### src/rtl/cbx_io_bank_cfg_seq_pkg.sv
// Shared types and constants for the CBX+IO config-bank programming sequencer.
package cbx_cfg_pkg;

    typedef enum logic [1:0] {
        ST_IDLE  = 2'd0,
        ST_SETUP = 2'd1,
        ST_PULSE = 2'd2,
        ST_HOLD  = 2'd3
    } cfg_state_e;

    // Counter holds WL_PULSE-1 down to 0, so clog2(WL_PULSE) bits suffice.
    function automatic int pulse_cnt_width(input int pulse);
        return (pulse > 1) ? $clog2(pulse) : 1;
    endfunction

    localparam logic RST_READY = 1'b1;
    localparam logic RST_ERR   = 1'b0;
    localparam logic RST_DONE  = 1'b0;

endpackage

### src/rtl/cbx_io_bank_cfg_seq_wl_decoder.sv
// Binary wordline index to one-hot wordline vector; disabled or out-of-range gives zero.
module cbx_wl_decoder #(
    parameter int WL_COUNT = 10,
    parameter int AW       = 4
) (
    input  logic                en,
    input  logic [AW-1:0]       addr,
    output logic [WL_COUNT-1:0] wl
);

    generate
        for (genvar gi = 0; gi < WL_COUNT; gi++) begin : g_row
            assign wl[gi] = en && (int'(addr) == gi);
        end
    endgenerate

endmodule

### src/rtl/cbx_io_bank_cfg_seq.sv
// Config-frame sequencer: writes pulse one wordline for WL_PULSE cycles behind a
// bitline setup cycle, reads come back from a shadow copy of the bank.
module cbx_io_bank_cfg_seq
    import cbx_cfg_pkg::*;
#(
    parameter int  BL_WIDTH = 8,
    parameter int  WL_COUNT = 10,
    parameter int  WL_PULSE = 2,
    localparam int AW       = (WL_COUNT > 1) ? $clog2(WL_COUNT) : 1
) (
    input  logic                prog_clk,
    input  logic                prog_rst_n,
    input  logic                cfg_valid,
    output logic                cfg_ready,
    input  logic                cfg_rd,
    input  logic                cfg_auto,
    input  logic [AW-1:0]       cfg_addr,
    input  logic [BL_WIDTH-1:0] cfg_data,
    output logic                rd_valid,
    output logic [BL_WIDTH-1:0] rd_data,
    output logic [BL_WIDTH-1:0] bl,
    output logic [WL_COUNT-1:0] wl,
    output logic                cfg_err,
    output logic                cfg_done
);

    localparam int            CW         = pulse_cnt_width(WL_PULSE);
    localparam logic [CW-1:0] PULSE_LAST = CW'(WL_PULSE - 1);
    localparam logic [AW-1:0] ADDR_MAX   = AW'(WL_COUNT - 1);

    cfg_state_e            state_q, state_d;
    logic [CW-1:0]         cnt_q, cnt_d;
    logic [AW-1:0]         addr_q, addr_d;
    logic                  auto_q, auto_d;
    logic [AW-1:0]         ptr_q, ptr_d;
    logic [BL_WIDTH-1:0]   bl_q, bl_d;
    logic [WL_COUNT-1:0]   written_q, written_d;
    logic [BL_WIDTH-1:0]   shadow_q [WL_COUNT];
    logic [BL_WIDTH-1:0]   shadow_d [WL_COUNT];
    logic                  rd_valid_q, rd_valid_d;
    logic [BL_WIDTH-1:0]   rd_data_q, rd_data_d;
    logic                  err_q, err_d;
    logic                  done_q, done_d;

    logic                  accept;
    logic [AW-1:0]         eff_addr;
    logic                  in_range;
    logic                  wr_go;
    logic                  rd_go;
    logic                  bad_go;
    logic                  pulse_end;
    logic                  wl_en;

    always_comb begin
        accept    = cfg_valid && (state_q == ST_IDLE);
        eff_addr  = cfg_auto ? ptr_q : cfg_addr;
        in_range  = int'(eff_addr) < WL_COUNT;
        wr_go     = accept && !cfg_rd && in_range;
        rd_go     = accept &&  cfg_rd && in_range;
        bad_go    = accept && !in_range;
        pulse_end = (state_q == ST_PULSE) && (cnt_q == '0);
    end

    // State register.
    always_ff @(posedge prog_clk or negedge prog_rst_n) begin
        if (!prog_rst_n) begin
            state_q <= ST_IDLE;
        end else begin
            state_q <= state_d;
        end
    end

    // Next-state logic.
    always_comb begin
        state_d = state_q;
        case (state_q)
            ST_IDLE:  if (wr_go) state_d = ST_SETUP;
            ST_SETUP: state_d = ST_PULSE;
            ST_PULSE: if (cnt_q == '0) state_d = ST_HOLD;
            ST_HOLD:  state_d = ST_IDLE;
            default:  state_d = ST_IDLE;
        endcase
    end

    // Outputs decoded from state; wl follows state_q so reset drops it immediately.
    always_comb begin
        cfg_ready = (state_q == ST_IDLE);
        wl_en     = (state_q == ST_PULSE);
    end

    cbx_wl_decoder #(
        .WL_COUNT (WL_COUNT),
        .AW       (AW)
    ) u_wl_dec (
        .en   (wl_en),
        .addr (addr_q),
        .wl   (wl)
    );

    always_comb begin
        cnt_d      = cnt_q;
        addr_d     = addr_q;
        auto_d     = auto_q;
        bl_d       = bl_q;
        ptr_d      = ptr_q;
        written_d  = written_q;
        shadow_d   = shadow_q;
        rd_valid_d = rd_go;
        rd_data_d  = rd_data_q;
        err_d      = err_q || bad_go;
        done_d     = done_q;

        if (wr_go) begin
            bl_d   = cfg_data;
            addr_d = eff_addr;
            auto_d = cfg_auto;
        end
        if (rd_go) begin
            rd_data_d = shadow_q[eff_addr];
        end
        if (state_q == ST_SETUP) begin
            cnt_d = PULSE_LAST;
        end else if ((state_q == ST_PULSE) && (cnt_q != '0)) begin
            cnt_d = cnt_q - 1'b1;
        end
        // Commit to the shadow copy on the edge that enters HOLD.
        if (pulse_end) begin
            shadow_d[addr_q]  = bl_q;
            written_d[addr_q] = 1'b1;
        end
        if (state_q == ST_HOLD) begin
            done_d = done_q || (&written_q);
            if (auto_q) begin
                ptr_d = (ptr_q == ADDR_MAX) ? '0 : ptr_q + 1'b1;
            end
        end
    end

    always_ff @(posedge prog_clk or negedge prog_rst_n) begin
        if (!prog_rst_n) begin
            cnt_q      <= '0;
            addr_q     <= '0;
            auto_q     <= 1'b0;
            bl_q       <= '0;
            ptr_q      <= '0;
            written_q  <= '0;
            rd_valid_q <= 1'b0;
            rd_data_q  <= '0;
            err_q      <= RST_ERR;
            done_q     <= RST_DONE;
        end else begin
            cnt_q      <= cnt_d;
            addr_q     <= addr_d;
            auto_q     <= auto_d;
            bl_q       <= bl_d;
            ptr_q      <= ptr_d;
            written_q  <= written_d;
            rd_valid_q <= rd_valid_d;
            rd_data_q  <= rd_data_d;
            err_q      <= err_d;
            done_q     <= done_d;
        end
    end

    generate
        for (genvar gi = 0; gi < WL_COUNT; gi++) begin : g_shadow
            always_ff @(posedge prog_clk or negedge prog_rst_n) begin
                if (!prog_rst_n) begin
                    shadow_q[gi] <= '0;
                end else begin
                    shadow_q[gi] <= shadow_d[gi];
                end
            end
        end
    endgenerate

    assign bl       = bl_q;
    assign rd_valid = rd_valid_q;
    assign rd_data  = rd_data_q;
    assign cfg_err  = err_q;
    assign cfg_done = done_q;

endmodule

### config.mk
export PLATFORM = sky130hd
export DESIGN_NAME = cbx_io_bank_cfg_seq
export DESIGN_NICKNAME = d
export VERILOG_FILES = /design/src/rtl/cbx_io_bank_cfg_seq_pkg.sv /design/src/rtl/cbx_io_bank_cfg_seq_wl_decoder.sv /design/src/rtl/cbx_io_bank_cfg_seq.sv
export SDC_FILE = /design/constraint.sdc
export NUM_CORES = 1
export LEC_CHECK = 0
export ABC_AREA = 1
export CORE_ASPECT_RATIO = 1.2
export CORE_MARGIN = 3
export CORE_UTILIZATION = 35
export CTS_CLUSTER_DIAMETER = 40
export DETAILED_ROUTE_END_ITERATION = 10
export SYNTH_ARGS = -nofsm -noshare
export SYNTH_HDL_FRONTEND = slang
export SYNTH_SLANG_ARGS = --single-unit
### constraint.sdc
create_clock -name prog_clk -period 1.9 [get_ports prog_clk]
set_clock_uncertainty 0.1 [all_clocks]
set_input_delay 0.38 -clock prog_clk [delete_from_list [all_inputs] [get_ports prog_clk]]
set_output_delay 0.38 -clock prog_clk [all_outputs]
set_load 0.005 [all_outputs]
==> results.sh, run 1 <==
export IMPL_wl_met1_um=7325
export IMPL_finish_utilization_pct=47.75
export IMPL_hold_viol=0
export IMPL_violations="negative setup slack"
export IMPL_clockRootBuffer="clkbuf_16"
export IMPL_cts_tree="built"
export IMPL_setup_slack_ns=-0.1902
export IMPL_synth_cell_type_count=30
export IMPL_finalSetupViolations=10
export IMPL_cp_data_required_time_ns=1.42
export IMPL_critPathCaptureType="output pin"
export IMPL_dr_wl_met3_um=834
export IMPL_cts_buffers=17
export IMPL_first_global_vias=4815
export IMPL_period_share_pct=110.0
export IMPL_fmax_mhz=478.4
export IMPL_slowest_delay_ns=0.38
export IMPL_worstMarginPinSlew_ns=0.5549
export IMPL_dp_hpwl_um=11400
export IMPL_fin_area_um2=7498
export IMPL_slew_viol_final=0
export IMPL_worstPathCellList="inv_2 > ha_4 > nand3b_1 > buf_6 > nor2_4 > buf_6"
export IMPL_die_x_um=121.7
export IMPL_crit_top_cell="buf_6"
export IMPL_postSynthCellCount=693
export IMPL_final_layout_size_suffix_gt1_share_pct=17.60
export IMPL_hold_class="primary input to async pin"
export IMPL_viasPerCell=4.843
export IMPL_placed_area_um2=6688
export IMPL_grt_pass1_wl_um=26200
export IMPL_critPathKind="flop to output pin"
export IMPL_power_leakage_uw=0.003643
export IMPL_die_h_um=144.8
export IMPL_ant_nets=0
export IMPL_core_area_um2=15700
export IMPL_syn_area_um2=5622
export IMPL_grt_max_degree=40
export IMPL_syn_avg_cell_area_um2=8.112
export IMPL_rows=50
export IMPL_highest_layer="met4"
export IMPL_powerDensity_nw_per_um2=1568
export IMPL_drt_wl_total_um=16700
export IMPL_dieArea_um2=17620
export IMPL_drt_wirelength_per_cell_um=16.55
export IMPL_syn_num_nets=715
export IMPL_fill_cells=1493
export IMPL_syn2layout_area_growth_pct=33.39
export IMPL_gr_total_overflow=0
export IMPL_start_util_pct=35.80
export IMPL_period_needed_ns=2.090
export IMPL_antenna_found_initial=0
export IMPL_h_tree_depth=4
export IMPL_synth_yosys_seq_area_share_pct=53.86
export IMPL_yosysWarnings=0
export IMPL_synth_area_leader_cell="dfrtp_1"
export IMPL_critPathLaunchType="flop"
export IMPL_drtIter0Drc=322
export IMPL_dr_wl_met2_um=8318
export IMPL_slowest_stage="dfrtp_1"
export IMPL_port_buffers=46
export IMPL_nets=811
export IMPL_gp_congestion=0.8596
export IMPL_status="finished with violations"
export IMPL_ir_drop_uv=772.2
export IMPL_via_count=4887
export IMPL_clk_pin_slew_worst_paths_ns=0.06
export IMPL_drt_first_pass_iters=5
export IMPL_synth_area_leaders="dfrtp_1 54%, nand2_1 11%, nand3_1 8.1%"
export IMPL_maxCapViolCount=0
export IMPL_n_antenna_cell=0
export IMPL_synth_seq_cells=121
export IMPL_clock_latency_ns=0.42
export IMPL_io_pins=47
export IMPL_crit_arrival_ns=1.61
export IMPL_rsz0062_at_grt="true"
export IMPL_relSlewSlack_pct=62.97
export IMPL_drc=0
export IMPL_cp_max_fo=4
export IMPL_grt_use_total_pct=19.85
export IMPL_cts_sinks=121
export IMPL_synth_top_area_share_pct=53.86
export IMPL_max_clock_path_buffers=2
## state kept, by name, summed over array words and instances (netlist names)
signal and flops:
shadow_q 80, written_q 10, bl 8, rd_data 8
addr_q 4, ptr_q 4, state_q 2, auto_q 1
cfg_done 1, cfg_err 1, cnt_q 1, rd_valid 1
## cells in the mapped netlist
library cell / count
a41o_1: 1
dfrtp_1: 121
nand3b_4: 1
nand3_2: 1
o21ai_2: 1
mux2i_1: 1
nand2_4: 1
o21bai_1: 2
clkbuf_1: 21
nor2_1: 38
nand4_1: 2
xor2_1: 2
buf_4: 1
nor3_1: 1
clkinv_1: 1
nor3_2: 4
inv_1: 93
o21ai_1: 14
o21ai_0: 73
nand2_2: 5
inv_2: 4
ha_1: 5
buf_6: 1
nand3_1: 91
nand2_1: 171
nand3b_1: 1
clkinv_2: 2
o21ai_4: 1
a21oi_1: 25
buf_2: 8
## logic make-up (layout without fill, tap and decap cells)
group	after synthesis	after routing	synth area share, %
and+or+nand+nor	316	316	24.50
xor gates and xnor gates	2	2	0.3117
DFF	121	121	53.86
buffers and inverters	131	239	9.170
adders and majority gates	5	5	1.113
muxes	1	1	0.1781
AOI/OAI and AO/OA	117	117	10.86
## cell type report
cell class              instances  area (um2)  share of cell area (%)
clock inverters                 9       122.6                   1.635
repair buffers                108        1041                   13.88
multi-input cells             441        2203                   29.38
inverters                     100       377.9                   5.039
flip-flops and latches        121        3029                   40.40
clock buffers                  22       464.2                   6.191
well taps                     208       260.3                   3.471
## per-stage QoR
stage               instances  setup TNS, ns  setup WS, ns  hold WS (ns)  total power, uW
floorplan                 693              0        0.1369      -0.01559             6362
global placement          964         -7.296       -0.2901        0.2372             8135
detailed placement        964         -9.057       -0.3176        0.2323             8207
CTS                      1002         -1.218       -0.2229        0.3343            11740
global route             1009         -2.156       -0.2665        0.3668            12580
finish                   1009         -1.014       -0.1902        0.3264            11760
## worst max-delay path: cells and delay by family, from the launching register on
family	cells	cell delay, ns
and+or+nand+nor	2	0.28
adders and majority gates	1	0.17
buffers and inverters	3	0.35
DFF	1	0.38
## worst paths after layout
check                      slack, ns  depth (start not counted)         start            to
min reg2reg                     0.36                          2  written_q[7]  written_q[7]
max                            -0.19                          6    state_q[0]         wl[0]
min in group prog_clk           0.36                          2  written_q[7]  written_q[7]
min                             0.33                          2    prog_rst_n      rd_valid
max reg2reg                     0.04                         11    state_q[0]  shadow_q[42]
max in group asynchronous       0.81                          3    prog_rst_n  shadow_q[34]
## cell usage in the layout, fill, tap and decap left out, drive strengths merged, types with 2 or more instances in the layout
cell type / Yosys / routed
buf: 10 / 72
nand2: 177 / 177
nand3b: 2 / 2
nand4: 2 / 2
clkdlybuf4s50: 0 / 34
nand3: 92 / 92
xor2: 2 / 2
nor2: 38 / 38
nor3: 5 / 5
o21bai: 2 / 2
ha: 5 / 5
clkinv: 3 / 8
dfrtp: 121 / 121
o21ai: 89 / 89
bufinv: 0 / 3
a21oi: 25 / 25
clkbuf: 21 / 22
inv: 97 / 97
## where the power goes
part / switching, uW / internal (uW)
Combinational: 2490 / 1770
Sequential: 629 / 3620
Clock: 1130 / 2110
Total: 4250 / 7510
## layer usage
metal / GRT usage (%) / vias to the layer above
met4: 5.959 / 0
met3: 4.393 / 19
li1: - / 2397
met1: 25.64 / 2351
met2: 33.57 / 120
met5: 0 / -
## timing repair
action,in CTS,in global routing
buffers inserted,6,5
endpoints found under the hold margin,22,0
setup endpoints to repair,20,18
hold buffers,1,0
gates cloned,0,2
pin swaps,11,5
gates resized for setup,74,17
(Power assumes the default switching activity.)
==> inputs of run 2 (changes only) <==
--- a/config.mk
+++ b/config.mk
@@ -6,11 +6,15 @@
 export NUM_CORES = 1
 export LEC_CHECK = 0
 export ABC_AREA = 1
+export CELL_PAD_IN_SITES_DETAIL_PLACEMENT = 1
+export CELL_PAD_IN_SITES_GLOBAL_PLACEMENT = 2
 export CORE_ASPECT_RATIO = 1.2
 export CORE_MARGIN = 3
 export CORE_UTILIZATION = 35
 export CTS_CLUSTER_DIAMETER = 40
 export DETAILED_ROUTE_END_ITERATION = 10
+export GPL_TIMING_DRIVEN = 0
+export PLACE_DENSITY_LB_ADDON = 0.1
 export SYNTH_ARGS = -nofsm -noshare
 export SYNTH_HDL_FRONTEND = slang
 export SYNTH_SLANG_ARGS = --single-unit
==> results.sh, run 2 (synthesis results as in run 1) <==
export IMPL_hold_class="primary input to async pin"
export IMPL_setup_slack_ns=-0.1525
export IMPL_critPathKind="flop to output pin"
export IMPL_reg_top3="shadow_q: 80 flops, written_q: 10 flops"
export IMPL_h_tree_depth=4
export IMPL_status="finished with violations"
export IMPL_fill_cells=1876
export IMPL_first_global_vias=5335
export IMPL_register_area_um2=3029
export IMPL_dp_hpwl_um=13360
export IMPL_switching_power_uw=4415
export IMPL_drtIter0Drc=229
export IMPL_n_antenna_cell=0
export IMPL_critPathCaptureType="output pin"
export IMPL_period_share_pct=108.0
export IMPL_critPathLaunchType="flop"
export IMPL_finish_utilization_pct=47.29
export IMPL_grt_pass1_wl_um=29810
export IMPL_cp_max_fo=4
export IMPL_nets=804
export IMPL_drt_first_pass_iters=4
export IMPL_viasPerCell=5.037
export IMPL_rsz0062_at_grt="true"
export IMPL_ir_drop_uv=732.8
export IMPL_hold_viol=0
export IMPL_met1_usage_pct=27.82
export IMPL_final_common_cell="nand2_1"
export IMPL_max_clock_path_buffers=2
export IMPL_drc=0
export IMPL_worstMarginPinSlew_ns=0.8229
export IMPL_regMostFlops="shadow_q"
export IMPL_final_layout_size_suffix_gt1_share_pct=16.98
export IMPL_die_h_um=144.8
export IMPL_finalSetupViolations=10
export IMPL_placed_area_um2=6371
export IMPL_via_count=5052
export IMPL_powerDensity_nw_per_um2=1614
export IMPL_grt_met2_usage_pct=39.83
export IMPL_cts_sinks=121
export IMPL_port_buffers=46
export IMPL_fmax_mhz=487.2
export IMPL_core_area_um2=15700
export IMPL_cts_tree="built"
export IMPL_cp_data_required_time_ns=1.42
export IMPL_drt_wl_total_um=19160
export IMPL_gp_congestion=0.7810
export IMPL_cts_buffers=17
export IMPL_seqPwrFrac_pct=35.6
export IMPL_io_pins=47
export IMPL_grt_busiest_layer="met2"
export IMPL_slew_viol_final=0
export IMPL_p_int_uw=7571
export IMPL_layout_common_cells="159 x nand2_1, 120 x dfrtp_1, 90 x inv_1, 90 x nand3_1, 70 x o21ai_0"
export IMPL_maxCapViolCount=0
export IMPL_multi_input_area_um2=2276
export IMPL_setup_tns_ns=-1.382
export IMPL_clockRootBuffer="clkbuf_16"
export IMPL_die_x_um=121.7
export IMPL_ant_nets=0
export IMPL_gr_total_overflow=0
export IMPL_drt_wirelength_per_cell_um=19.10
export IMPL_clk_pin_slew_worst_paths_ns=0.06
export IMPL_syn2layout_area_growth_pct=32.09
export IMPL_dieArea_um2=17620
export IMPL_power_leakage_uw=0.003610
export IMPL_largest_reg_flops=80
export IMPL_power_share_clock_pct=28.8
export IMPL_clock_latency_ns=0.42
export IMPL_start_util_pct=35.80
export IMPL_comb_power_share_pct=35.7
export IMPL_rows=50
export IMPL_period_needed_ns=2.052
export IMPL_gr_usage_met3_pct=3.771
export IMPL_grt_use_total_pct=22.75
export IMPL_swShare_pct=36.83
export IMPL_grt_max_degree=91
export IMPL_crit_arrival_ns=1.57
export IMPL_pre_cts_slack_ns=-0.6358
export IMPL_violations="negative setup slack"
export IMPL_antenna_found_initial=0
export IMPL_relSlewSlack_pct=45.14
export IMPL_fin_area_um2=7426
## run 2: per-stage QoR
stage	power, uW	hold slack, ns	std cells
finish	11990	0.3130	1003
global route	12850	0.3505	1003
CTS	11990	0.3210	997
detailed placement	8098	0.1871	948
global placement	7907	0.3505	947
floorplan	6362	-0.01559	693
## run 2: final timing paths
check | start | end | slack (ns) | cells after the start
max reg2reg | cnt_q | shadow_q[54] | 0 | 6
min | prog_rst_n | shadow_q[54] | 0.31 | 2
min reg2reg | written_q[7] | written_q[7] | 0.37 | 2
min in group prog_clk | written_q[7] | written_q[7] | 0.37 | 2
max in group asynchronous | prog_rst_n | state_q[1] | 0.60 | 3
max | state_q[0] | wl[4] | -0.15 | 6
## run 2: worst max-delay path: stages (launching register included)
cell,delay [ns]
dfrtp_1,0.39
inv_2,0.08
ha_4,0.17
nand3b_1,0.13
buf_6,0.16
nor2_4,0.09
buf_2,0.13
## run 2: repair_timing
action	in CTS	in global routing
pin swaps	11	5
gates cloned	0	2
hold buffers	1	0
setup buffers	17	5
endpoints found under the hold margin	31	0
gates resized for setup	106	26
setup endpoints to repair	116	84
## run 2: per-layer routing
layer | vias up | wire (um) | part of all wire [%]
li1 | 2384 | - | -
met1 | 2556 | 8189 | 43
met2 | 84 | 9939 | 52
met3 | 28 | 519 | 2.7
met4 | 0 | 506 | 2.6
met5 | - | 0 | 0
## run 2: layout make-up
class | instances | share of cell area (%)
flip-flops and latches | 121 | 40.79
clock buffers | 26 | 7.127
inverters | 100 | 5.156
clock inverters | 6 | 1.449
multi-input cells | 441 | 30.65
repair buffers | 71 | 8.644
well taps | 208 | 3.505
plain buffers | 30 | 2.679
## run 2: power by group through the flow
stage               registers (uW)  logic, uW  clock network (uW)
floorplan                     4110       2250                   0
global placement              4230       3680                   0
detailed placement            4280       3820                   0
CTS                           4260       4210                3520
global route                  4390       4820                3640
finish                        4260       4280                3450
